File: config.mk
export PLATFORM = sky130hd
export DESIGN_NAME = spi_flash_arbiter
export DESIGN_NICKNAME = d
export VERILOG_FILES = /design/src/rtl/spi_flash_arbiter.sv
export SDC_FILE = /design/constraint.sdc
export NUM_CORES = 1
export LEC_CHECK = 0
export ABC_AREA = 1
export ABC_CLOCK_PERIOD_IN_PS = 1600
export CAP_MARGIN = 10
export CELL_PAD_IN_SITES_DETAIL_PLACEMENT = 0
export CELL_PAD_IN_SITES_GLOBAL_PLACEMENT = 1
export CORE_MARGIN = 4
export CORE_UTILIZATION = 25
export CTS_CLUSTER_SIZE = 12
export DETAILED_ROUTE_END_ITERATION = 8
export PLACE_DENSITY_LB_ADDON = 0.05
export SKIP_CTS_REPAIR_TIMING = 1
export SLEW_MARGIN = 10
export SYNTH_ARGS = -nofsm -noshare
export SYNTH_HDL_FRONTEND = slang
export SYNTH_SLANG_ARGS = --single-unit
File: constraint.sdc
create_clock -name clk -period 1.6 [get_ports clk]
set_clock_uncertainty 0.15 [all_clocks]
set_input_delay 0.32 -clock clk [delete_from_list [all_inputs] [get_ports clk]]
set_output_delay 0.32 -clock clk [all_outputs]
set_load 0.02 [all_outputs]
File: src/rtl/spi_flash_arbiter.sv
// Round-robin arbiter sharing one SPI flash pin set between NUM_REQ requesters.
// Optional per-grant hold watchdog compiled in with `define SPI_ARB_WDOG_EN.
module spi_flash_arbiter #(
  parameter int unsigned NUM_REQ     = 2,
  parameter int unsigned CS_GAP      = 4,
  parameter int unsigned WDOG_CYCLES = 48000000
) (
  input  logic               clk,
  input  logic               reset,
  input  logic [NUM_REQ-1:0] req,
  output logic [NUM_REQ-1:0] grant,
  output logic               busy,
  input  logic [NUM_REQ-1:0] req_cs_b,
  input  logic [NUM_REQ-1:0] req_sck,
  input  logic [NUM_REQ-1:0] req_mosi,
  output logic               req_miso,
  output logic               spi_cs_b,
  output logic               spi_sck,
  output logic               spi_mosi,
  input  logic               spi_miso,
  output logic               wdog_timeout
);

  localparam int unsigned IDX_W = (NUM_REQ > 1) ? $clog2(NUM_REQ) : 1;

  localparam logic [1:0] ST_IDLE  = 2'd0;
  localparam logic [1:0] ST_OWNED = 2'd1;
  localparam logic [1:0] ST_GAP   = 2'd2;

  logic [1:0]         state;
  logic [IDX_W-1:0]   rr_ptr;
  logic [IDX_W-1:0]   owner_idx;
  logic [IDX_W-1:0]   sel_idx;
  logic [IDX_W-1:0]   rr_next;
  logic               sel_valid;
  logic [7:0]         gap_cnt;
  logic [NUM_REQ-1:0] eligible;
  logic               owner_req;
  logic               wdog_fire;
  logic               release_now;

  assign owner_req   = req[owner_idx];
  assign release_now = (state == ST_OWNED) && (!owner_req || wdog_fire);

`ifdef SPI_ARB_WDOG_EN
  logic [31:0]        hold_cnt;
  logic [NUM_REQ-1:0] wdog_mask;
  logic               wdog_pulse;

  assign wdog_fire    = (state == ST_OWNED) && owner_req &&
                        (hold_cnt == 32'(WDOG_CYCLES - 1));
  assign eligible     = req & ~wdog_mask;
  assign wdog_timeout = wdog_pulse;

  // A timed-out owner stays masked until its req has been seen low once.
  always_ff @(posedge clk) begin
    if (reset) begin
      hold_cnt   <= '0;
      wdog_mask  <= '0;
      wdog_pulse <= 1'b0;
    end else begin
      wdog_pulse <= wdog_fire;
      if (state == ST_IDLE && sel_valid)
        hold_cnt <= '0;
      else if (state == ST_OWNED)
        hold_cnt <= hold_cnt + 32'd1;
      wdog_mask <= wdog_mask & req;
      if (wdog_fire)
        wdog_mask[owner_idx] <= 1'b1;
    end
  end
`else
  assign wdog_fire    = 1'b0;
  assign eligible     = req;
  assign wdog_timeout = 1'b0;
`endif

  // First eligible requester at or after rr_ptr, wrapping modulo NUM_REQ.
  always_comb begin
    logic [IDX_W-1:0] cand;
    cand      = '0;
    sel_valid = 1'b0;
    sel_idx   = '0;
    for (int unsigned i = 0; i < NUM_REQ; i++) begin
      cand = IDX_W'((32'(rr_ptr) + i) % NUM_REQ);
      if (!sel_valid && eligible[cand]) begin
        sel_valid = 1'b1;
        sel_idx   = cand;
      end
    end
  end

  assign rr_next = (32'(sel_idx) == NUM_REQ - 1) ? '0 : sel_idx + IDX_W'(1);

  always_ff @(posedge clk) begin
    if (reset) begin
      state     <= ST_IDLE;
      grant     <= '0;
      rr_ptr    <= '0;
      owner_idx <= '0;
      gap_cnt   <= '0;
    end else begin
      case (state)
        ST_IDLE: begin
          if (sel_valid) begin
            grant          <= '0;
            grant[sel_idx] <= 1'b1;
            owner_idx      <= sel_idx;
            rr_ptr         <= rr_next;
            state          <= ST_OWNED;
          end
        end
        ST_OWNED: begin
          if (release_now) begin
            grant   <= '0;
            gap_cnt <= 8'(CS_GAP - 1);
            state   <= ST_GAP;
          end
        end
        ST_GAP: begin
          if (gap_cnt == '0)
            state <= ST_IDLE;
          else
            gap_cnt <= gap_cnt - 8'd1;
        end
        default: begin
          grant <= '0;
          state <= ST_IDLE;
        end
      endcase
    end
  end

  assign busy     = (state != ST_IDLE);
  assign req_miso = spi_miso;

  always_comb begin
    spi_cs_b = 1'b1;
    spi_sck  = 1'b0;
    spi_mosi = 1'b0;
    if (state == ST_OWNED && grant[owner_idx]) begin
      spi_cs_b = req_cs_b[owner_idx];
      spi_sck  = req_sck[owner_idx];
      spi_mosi = req_mosi[owner_idx];
    end
  end

  a_params_ok: assert property (@(posedge clk)
    NUM_REQ >= 2 && NUM_REQ <= 8 && CS_GAP >= 1 && CS_GAP <= 255 && WDOG_CYCLES >= 1);
  a_grant_onehot0: assert property (@(posedge clk) $onehot0(grant));
  a_cs_idle_no_grant: assert property (@(posedge clk) (grant == '0) |-> spi_cs_b);

endmodule

======== After elaboration in Yosys (flattened, before gate mapping) ========
Cells that the tools add are included.
cells by class
  equal/unequal tests ..................... 6
  divide/modulo/power cells ............... 0
  bitwise logic cells ..................... 1
  reductions and logical operators ........ 14
  shift operators ......................... 0
  $lt $le $gt $ge ......................... 5
  mux-type cells .......................... 34
  add/sub/neg operators ................... 3
  multiply operators ...................... 0
operator list
  operator               count
  $mux W1                23
  $mux W8                2
  $pmux W8 S2            1
  $pmux W2 S3            2
  $mux W2                5
  $reduce_and A3 Y1      3
  $logic_not A8 Y1       1
  $lt A1 B2 Y1 const B   4
  $ne A2 B2 Y1 const B   4
  $sub A8 B1 Y8 const B  1
  $logic_and A1 B1 Y1    4
  $reduce_bool A2 Y1     2
  $add A1 B1 Y1 const B  2
  $eq A2 B1 Y1 const B   1
  $eq A2 B2 Y1 const B   1
  $logic_not A1 Y1       2
  $logic_not A2 Y1       1
  $reduce_and A2 Y1      1
  $demux W1 S1           1
  $ge A1 B1 Y1 const B   1
  $not A1 Y1             1
word-level totals
  memory bits (writable) .................. 0
  bits in latches ......................... 0
  logic and storage cells ................. 68
  memories kept ........................... 0
  bits in read-only memories .............. 0
  register bits after elaboration ......... 14
  output and inout bits ................... 8

======== Longest topological paths before layout ========
  depth in word-level cells ............... 12
  mapped depth ............................ 10

======== Least setup slack after synthesis ========
Ideal clock, no wire load.
  path kind ............................... register to output
  start ................................... register owner_idx
  end ..................................... output spi_mosi
  setup slack ............................. -14 ps
  cell stages (with the launch flop) ...... 7
  data required time ...................... 1,130 ps
  data arrival time ....................... 1,144 ps
  buffers on the path ..................... 1
  path through ............................ dfxtp_1 -> buf_4 -> inv_1 -> nor2_1 -> nor3_1 -> inv_1 -> a21oi_1
on the way
  cells in the longest elaborated chain, start to end .. 4
  elaborated cells between the ends (all ways) .. 6
  classes of those cells .................. mux (5); reduce/logical (1)
RTL lines
  item                                         line  source
  start, declared                              32    logic [IDX_W-1:0] owner_idx;
  start signal, assigned                       108   owner_idx <= sel_idx;
  $mux W1 (not written as such) (2 in series)  141   if (state == ST_OWNED && grant[owner_idx]) begin
  $logic_and A1 B1 Y1                          141
  $mux W1 *                                    141
  end, declared                                19    output logic spi_mosi,
Mark *: on every way between the ends. The rest lies on a longest branch, timed or not. The select of a mux whose other input is x is not followed.

======== Worst setup path in the final report ========
  start ................................... register owner_idx
  end ..................................... output spi_sck
on the way
  cells in the longest elaborated chain, start to end .. 4
  elaborated cells between the ends (all ways) .. 6
  classes of those cells .................. mux (5); reduce/logical (1)
RTL lines
  item                                         line  source
  $mux W1 (not written as such) (2 in series)  141
  $logic_and A1 B1 Y1                          141
  $mux W1 *                                    141
  end, declared                                18    output logic spi_sck,
Marked as above.

==> key figures <==
Floorplan
  – Die Area: 4210 µm²
  – Chip Height: 64.9 µm
  – Total number of placement rows: 20
  – Floorplan die width: 64.9 µm
  – Number of top-level pins: 19
  – CORE AREA: 3080 µm²
  – Effective utilization at floorplan: 0.263

Global route
  – Global-route total usage across every layer: 0.102
  – Overflow left after global routing: 0
  – Maximum number of pins on one net before global-route repair: 14
  – Via count of the first global-routing pass: 766
  – Global-route wire length before repair: 3330 µm
  – Number of antenna violations at the first check in global routing: 0

Detailed routing
  – Average vias per placed instance: 4.14
  – Routed wire length: ~2000 µm
  – Number of design-rule violations left by the first detailed-router iteration: 28
  – Routed wire per std cell: ~9.9 µm
  – Detailed-routing iteration count for the pre-antenna-repair pass: 4
  – Post-route ant nets: 0
  – Via count: 833
  – Residual DRC: 0

Place
  – Post-Place Cells: 197
  – Number of port buffers: 15
  – Worst setup slack after placement: -0.460 ns
  – Total cell area at the placement stage: 1120 µm²
  – Last weighted congestion value of the routability-driven placer: between 0.7 and 0.8
  – HPWL reported at the end of detailed placement: about 1600 µm

Layout
  – Signed area change from the synthesized netlist to the final layout: 46.5%
  – Inserted Diodes: 0
  – Flip-flop and latch area: 285 µm²
  – Fill cell instance count of the final layout: 342
  – Number of standard cells in the final layout excluding fillers: between 200 and 250
  – Area used by multi-input combinational logic: 460 µm²
  – Cell area after layout: 1190 µm²
  – Proportion of layout cells with a drive suffix above 1: 0.299
  – Final net count: 171

Yosys
  – Post-synthesis cell type count: 20
  – Count of state elements after synthesis: 14
  – Synth top area share: 0.346
  – Most common cell in the synthesized netlist: sky130_fd_sc_hd__nand2_1
  – Combinational family with the most area after synthesis: simple AND/OR/NAND/NOR gates
  – Post-synth top cells: sky130_fd_sc_hd__nand2_1 (27), sky130_fd_sc_hd__nor2_1 (20), sky130_fd_sc_hd__inv_1 (16), sky130_fd_sc_hd__dfxtp_1 (14), sky130_fd_sc_hd__a21oi_1 (13)
  – Dominant cell type by area after synthesis: sky130_fd_sc_hd__dfxtp_1
  – Adder-Cell Fraction of Synth Area: 0.0309
  – Largest cells by area after synthesis: sky130_fd_sc_hd__dfxtp_1 (35%), sky130_fd_sc_hd__nand2_1 (13%), sky130_fd_sc_hd__nor2_1 (9.3%), sky130_fd_sc_hd__a21oi_1 (8.0%), sky130_fd_sc_hd__inv_1 (7.4%)
  – Post-synthesis simple-gate area fraction: 0.365
  – Warning count from the yosys run: 0
  – Synth Net Count: 137
  – Avg Cell Area, Syn: 6.53 µm²
  – Post-synthesis share of cell area spent on xor and xnor gates: 0
  – Predominant post-synthesis flop cell: sky130_fd_sc_hd__dfxtp_1
  – Count of mapped cells out of synthesis: 124
  – Proportion of synthesized flip-flops having asynchronous set or reset: 0
  – Total standard cell area after synthesis: 810 µm²
  – Multiplexer fraction of the synthesized cell area: 0
  – Sequential element share of the synthesized area: 0.346
  – Number of flops mapped to enable cells by yosys: 0
  – Area fraction in compound gates after synthesis: 0.133

Worst setup path
  – Critical path capture point type: primary output
  – Cell type of the slowest stage on the worst timing path: sky130_fd_sc_hd__dfxtp_4
  – Category of the critical setup timing path: reg2out
  – Data required time of the critical path: around 1.1 ns
  – R2R depth: 7
  – Worst setup path end: spi_sck
  – Terminus of the critical flop-to-flop path: gap_cnt[0]
  – Cell-by-cell trace of the critical path: inv_2 > nor2_2 > nor3_4 > inv_2 > a21oi_2 > buf_6
  – Dominant cell type by count on the critical path: sky130_fd_sc_hd__inv_2
  – Critical Path Fanout Max: 4
  – Slowest Stage Delay on Critical Path: approximately 0.37 ns
  – Data arrival at the endpoint of the critical path: between 1 and 1.5 ns
  – Worst Setup Start Kind: flop
  – Worst flop-to-flop path startpoint: gap_cnt[0]
  – Crit path from: owner_idx
  – Setup slack of the most critical reg-to-reg path: 0.13 ns

STA
  – Final setup violation count: 3
  – Final critical-path required period: approximately 1.7 ns
  – Final critical-path share of the clock period: 1.09
  – Maximum frequency from static timing analysis: 575 MHz
  – Endpoints failing hold: 0
  – Worst setup margin: -0.138 ns
  – RSZ-0062 raised after global routing: yes
  – Number of pins exceeding their max-slew limit in the final report: 0

Pwr
  – Worst vdd rail ir drop: 0.536 mV
  – PD cells: 1300 nW/µm²
  – Leakage power: approximately 0.56 nW

Clock tree
  – Clock input transition at the sequential cells of the worst setup and hold paths: 0.10 ns
  – Clock root buffer master: sky130_fd_sc_hd__clkbuf_4
  – TritonCTS clock tree: done
  – Clock Latency Late Sink: 0.29 ns
  – Count of clock tree sinks: 14
  – Max H-tree Level: 1
  – Clock tree buffer depth: 2
  – Number of clock buffers inserted by TritonCTS: 3

Worst hold path
  – Worst hold path type: reg2reg

Run
  – Number of max-cap violations: 0

Status
  – Failing checks: setup timing
  – Outcome: finished, violations left
## layout make-up
type | instances | area share
Multi-Input combinational cell | 89 | 0.388
Timing Repair Buffer | 34 | 0.244
Sequential cell | 14 | 0.241
Inverter | 16 | 0.0506
Tap cell | 44 | 0.0464
Clock buffer | 4 | 0.0306
## cell families (layout without fill, tap and decap cells)
group,count (synthesis),count (layout)
buf+inv,21,54
simple gates,68,68
other cells,1,1
fa+ha+maj,2,2
flops,14,14
compound gates,18,18
## cell usage in the layout (no fill, tap or decap), types with 3 or more instances in the layout
master and count:
sky130_fd_sc_hd__nand3_1 11, sky130_fd_sc_hd__clkdlybuf4s50_1 9, sky130_fd_sc_hd__buf_4 21, sky130_fd_sc_hd__a21oi_1 11
sky130_fd_sc_hd__inv_1 13, sky130_fd_sc_hd__inv_2 3, sky130_fd_sc_hd__nor2_2 5, sky130_fd_sc_hd__clkbuf_4 3
sky130_fd_sc_hd__dfxtp_1 12, sky130_fd_sc_hd__nor2_1 17, sky130_fd_sc_hd__nand2_2 4, sky130_fd_sc_hd__nand2_1 26
sky130_fd_sc_hd__a21oi_2 3
## state kept, by name, summed over array words and instances, names as in the netlist
signal	flops
gap_cnt	8
grant	2
owner_idx	1
rr_ptr	1
state	2
## worst max-delay path, delay by kind of cell, from the launching register on
kind / cells / cell delay (ns)
flip-flops: 1 / 0.37
buffers and inverters: 3 / 0.26
AND/OR/NAND/NOR: 2 / 0.23
AO/OA/AOI/OAI: 1 / 0.12
## where the power goes
group          total [mW]  switching (mW)  leakage [nW]  internal [mW]
Combinational       0.785           0.447         0.423          0.338
Sequential          0.492          0.0624         0.116          0.429
Clock               0.265           0.127        0.0210          0.139
## layer usage
metal / wire, µm / vias up / GRT usage
met4: 10 / 0 / 0.0158
met5: 0 / - / 0
met1: 1020 / 354 / 0.137
met2: 811 / 22 / 0.152
li1: - / 455 / -
met3: 138 / 2 / 0.0433
## worst min-delay path by stage
stage / start / to / slack, ns / depth (start not counted)
floorplan: gap_cnt[1] / gap_cnt[1] / 0.30 / 2
finish: gap_cnt[1] / gap_cnt[1] / 0.34 / 2
detailed placement: gap_cnt[1] / gap_cnt[1] / 0.33 / 2
global placement: rr_ptr / rr_ptr / 0.32 / 2
global route: gap_cnt[7] / gap_cnt[7] / 0.39 / 2
CTS: gap_cnt[1] / gap_cnt[1] / 0.35 / 2
## through the flow
stage	hold WS (ns)	setup TNS, ns	total power [mW]	utilization
3_3_place_gp	0.324	-2.70	1.26	0.364
5_1_grt	0.393	-0.650	1.68	0.385
4_1_cts	0.354	-2.98	1.55	0.376
3_5_place_dp	0.330	-2.77	1.27	0.364
6_report	0.344	-0.339	1.54	0.385
2_1_floorplan	0.304	-0.0278	0.997	-
Note: power is estimated with default switching activity, not from simulation.
==> patch 1: new RTL, same flow settings <==
Change the parameter `NUM_REQ` from 2 to 1.
--- a/src/rtl/spi_flash_arbiter.sv
+++ b/src/rtl/spi_flash_arbiter.sv
@@ -1,7 +1,7 @@
 // Round-robin arbiter sharing one SPI flash pin set between NUM_REQ requesters.
 // Optional per-grant hold watchdog compiled in with `define SPI_ARB_WDOG_EN.
 module spi_flash_arbiter #(
-  parameter int unsigned NUM_REQ     = 2,
+  parameter int unsigned NUM_REQ     = 1,
   parameter int unsigned CS_GAP      = 4,
   parameter int unsigned WDOG_CYCLES = 48000000
 ) (
Interface: changed (5 resized); port bits go from 19 to 14. No check against the original RTL was run, so the function may have changed too.
==> patch 1 against the original RTL <==
The flow still finishes with violations (setup timing); wire length is 13% lower; cell area is 15% lower; global-route usage is 0.61 points higher; setup slack better by 0.074 ns; first-iteration DRC count is 14% higher; utilization is 2.0 points lower; non-clock buffer count is 8 lower; register-to-register slack worse by 0.02 ns; area after synthesis is 11% lower; sequential cell count is 3 lower; sequential share of layout area is 2.1 points lower; hold slack worse by 0.015 ns.
Power is not compared: it rests on default switching activity, and its combinational part moved more than twofold at a synthesized area within 25%.
==> patch 1: results (changes against the original RTL) <==
Critical Path Max Stage Delay: 0.33 ns (-0.04 ns)
Final routed wire length divided by cell count: 10.6 um (+7.2%)
Number of diodes added for antenna fixing: 0 (unchanged)
Endpoints failing setup: 1 (-2)
Synth unique cells: 25 (+25%)
Uppermost metal layer occupied by signal nets: met4
FMAX: 601 MHz (+4.4%)
Global-route usage over all layers: 10.8% (+0.61 points)
Initial antenna violation count: 0 (unchanged)
Number of warnings reported in the yosys synthesis log: 0 (unchanged)
Deepest level of the CTS H-tree: 1 (unchanged)
Share of cells above drive strength 1: 34.8% (+4.9 points)
Primary flip-flop cell chosen by synthesis mapping: sky130_fd_sc_hd__dfxtp_1
Proportion of synthesized flip-flops having asynchronous set or reset: 0% (unchanged)
Largest fanout of any net on the critical path: 3 (-1)
Clock root cell: sky130_fd_sc_hd__clkbuf_4
First-pass GRT wire length: 2970 um (-11%)
Final HPWL from detailed placement: 1400 um (-12%)
Starting DRC count in detailed routing: 32 (+14%)
Outcome: finished with violations
CTS max path bufs: 2 (unchanged)
M2 GR Usage: 15.8% (+0.65 points)
Crit path setup slack, layout: -0.0646 ns (+0.0736 ns)
Final weighted congestion in routability-driven placement: 0.737 (+2.9%)
Crit path DAT: 1.19 ns (-0.08 ns)
Dominant cells by area after synthesis: sky130_fd_sc_hd__dfxtp_1, sky130_fd_sc_hd__nand2_1, sky130_fd_sc_hd__nor2_1
CP top delay family: simple AND/OR/NAND/NOR gates
Via-to-Cell Ratio: 4.28 (+3.2%)
Insertion delay to the later sink of the worst-skew pair: 0.27 ns (-0.02 ns)
Met3 capacity usage during global routing: 1.89% (-2.4 points)
Largest net degree at the start of global routing: 10 (-4)
Hold/Removal Path Class: reg -> reg
Biggest regs: gap_cnt: 8 flops, state: 2 flops, grant: 1 flops
Seq/Total Area, Yosys: 30.6% (-4.0 points)
Critical path's slowest cell: sky130_fd_sc_hd__dfxtp_2
Number of optimization iterations in the first detailed-route pass: 4 (unchanged)
Register clock-pin slew on the reported worst setup and hold paths: 0.07 ns (-0.03 ns)
Met2 routed wirelength: 811 um (unchanged)
Failing checks: setup timing
Via count of the first global-routing pass: 674 (-12%)
Wire length on met1: 855 um (-17%)
Number of CTS-inserted buffers: 3 (unchanged)
Mapped Nets: 114 (-17%)
Post-synthesis area per instance: 6.85 sq um (+5.0%)
Met1 layer usage reported by global route: 15.0% (+1.2 points)
Worst slack at placement: -0.414 ns (+0.0461 ns)
I/O Buffers: 10 (-5)
Peak supply drop: 300 uV
Non-filler instance count after layout: 163 (-19%)
Leading post-synthesis cells by instance count: sky130_fd_sc_hd__nand2_1, sky130_fd_sc_hd__nor2_1, sky130_fd_sc_hd__inv_1
Met3 routed wirelength: 41 um (-70%)
Net count, final: 142 (-17%)
Leakage power figure: 0.479 nW
patch 1: changes by cell type after synthesis, sizes merged, moves of 3 or more:
cell / delta
buf: -3
a21oi: -7
nand3: -5
dfxtp: -3
nand2: -7
patch 1: kinds of logic after synthesis:
| kind of cell | after synthesis | synth area share [%] |
|---|---|---|
| AO/OA/AOI/OAI | 11 | 11.0 |
| XOR/XNOR | 2 | 2.44 |
| adder cells (fa/ha/maj) | 2 | 3.48 |
| buffers and inverters | 19 | 11.0 |
| flip-flops | 11 | 30.6 |
| other | 1 | 0.521 |
| AND/OR/NAND/NOR | 59 | 41.0 |
patch 1: stage by stage:
stage          cell area, sq um  TNS [ns]
2_1_floorplan               719         0
4_1_cts                     963     -1.98
6_report                   1010   -0.0646
3_5_place_dp                937     -1.54
5_1_grt                    1010    -0.272
3_3_place_gp                937     -1.44
patch 1: final cells by class:
type                            instances  area, sq um
Clock buffer                            4         26.3
Fill cell                             305         1750
Inverter                               16         60.1
Multi-Input combinational cell         75          448
Sequential cell                        11          221
Tap cell                               31         38.8
Timing Repair Buffer                   26          214
patch 1: path summary, 6_finish.rpt:
| path | cells past startpoint | end | slack (ns) | startpoint |
|---|---|---|---|---|
| worst max-delay path | 6 | spi_cs_b | -0.06 | state[1] |
| worst min-delay path | 2 | gap_cnt[0] | 0.33 | gap_cnt[0] |
| worst max register to register | 9 | gap_cnt[7] | 0.11 | gap_cnt[1] |
| worst min register to register | 2 | gap_cnt[0] | 0.33 | gap_cnt[0] |
patch 1: power by group:
part,total (mW),internal (mW),switching [mW]
sequential,0.287,0.282,0.00502
clock,0.193,0.0964,0.0962
combinational,0.166,0.0790,0.0867
==> patch 2: new RTL, config.mk and constraints unchanged <==
Without the edit above. The option `SPI_ARB_WDOG_EN` is turned on by a define.
--- a/src/rtl/spi_flash_arbiter.sv
+++ b/src/rtl/spi_flash_arbiter.sv
@@ -1,5 +1,7 @@
 // Round-robin arbiter sharing one SPI flash pin set between NUM_REQ requesters.
 // Optional per-grant hold watchdog compiled in with `define SPI_ARB_WDOG_EN.
+`define SPI_ARB_WDOG_EN
+
 module spi_flash_arbiter #(
   parameter int unsigned NUM_REQ     = 2,
   parameter int unsigned CS_GAP      = 4,
Function: same outputs for any inputs over 10 cycles, from zero or initial values and one cycle with reset high; that may be too few to reach the edited logic, so the function may still have changed.
==> patch 2 against the original RTL <==
The run still ends with setup timing left; power increased by 98%; sequential power increased to 2.6 times the old value; area after synthesis increased to 3.4 times the old value; first-iteration DRC count increased to 5.4 times the old value; cell area increased to 3.9 times the old value; setup slack got worse by 0.020 ns; wire length increased to 4.2 times the old value; sequential cell count increased by 35; critical endpoint is now hold_cnt[14]; largest power group is now sequential cells.
==> patch 2: results (changes against the original RTL) <==
Net count, final: 549 (+220%)
Placed instance area: 3650 sq um (+230%)
Switching Fraction: 30.1% (-11 points)
Largest net degree at the start of global routing: 16 (+2)
Layout multi-input combinational cell count: 303 (+240%)
Largest fanout of any net on the critical path: 3 (-1)
Endpoints failing setup: 33 (+30)
Critical path launch point: hold_cnt[0]
Destination of the worst hold path: wdog_mask[1]
Worst slack at placement: -0.461 ns (-0.00165 ns)
I/O Buffers: 16 (+1)
Crit path setup slack, layout: -0.158 ns (-0.0198 ns)
Critical path's slowest cell: sky130_fd_sc_hd__dfxtp_2
Global-route usage over all layers: 12.3% (+2.2 points)
Insertion delay to the later sink of the worst-skew pair: 0.31 ns (+0.02 ns)
Synth unique cells: 35 (+75%)
Number of CTS-inserted buffers: 5 (+2)
Number of ordinary inverters in the final layout: 57 (+41)
Count of placed standard cells including taps: 641 (+230%)
Failing checks: setup timing
Area growth from synthesis to layout: 67.7%
Via Count: 2,972 (+260%)
Biggest regs: hold_cnt: 32 flops, gap_cnt: 8 flops
Combined area of the multi-input logic cells: 2030 sq um (+340%)
Share of cells above drive strength 1: 46.6% (+17 points)
Setup total negative slack: -2.23 ns (-1.89 ns)
CP top delay family: simple AND/OR/NAND/NOR gates
Portion of the layout cell area used by non-clock buffers: 23.0% (-1.3 points)
Number of sequential cells in the layout: 49 (+35)
Critical hold path startpoint: req[1]
Outcome: finished with violations
Fill cell count: 1,095 (+220%)
Clock root cell: sky130_fd_sc_hd__clkbuf_8
Fraction of area in clock buffers and inverters: 2.53% (-0.53 points)
Path depth of the worst reg2reg path: 10 (+3)
Critical Path End Type: register
patch 2: cell count changes after synthesis, moves of 15 or more:
cell | before | now
sky130_fd_sc_hd__nand2_1 | 27 | 100
sky130_fd_sc_hd__nor2_1 | 20 | 63
sky130_fd_sc_hd__inv_1 | 16 | 54
sky130_fd_sc_hd__dfxtp_1 | 14 | 49
sky130_fd_sc_hd__a21oi_1 | 13 | 31
sky130_fd_sc_hd__nand3_1 | 11 | 26
sky130_fd_sc_hd__o21ai_0 | 2 | 17
patch 2: routing by layer:
metal	track usage [%]	up-vias	part of all wire, %
li1	-	1573	-
met1	17.7	1370	50
met2	19.4	22	47
met3	2.03	7	2.0
met4	2.88	0	1.1
met5	0	-	0
patch 2: logic make-up after synthesis:
| family | synth area share (%) |
|---|---|
| flops | 35.8 |
| fa+ha+maj | 1.37 |
| xor+xnor | 1.92 |
| simple gates | 40.5 |
| buf+inv | 9.27 |
| compound gates | 11.1 |
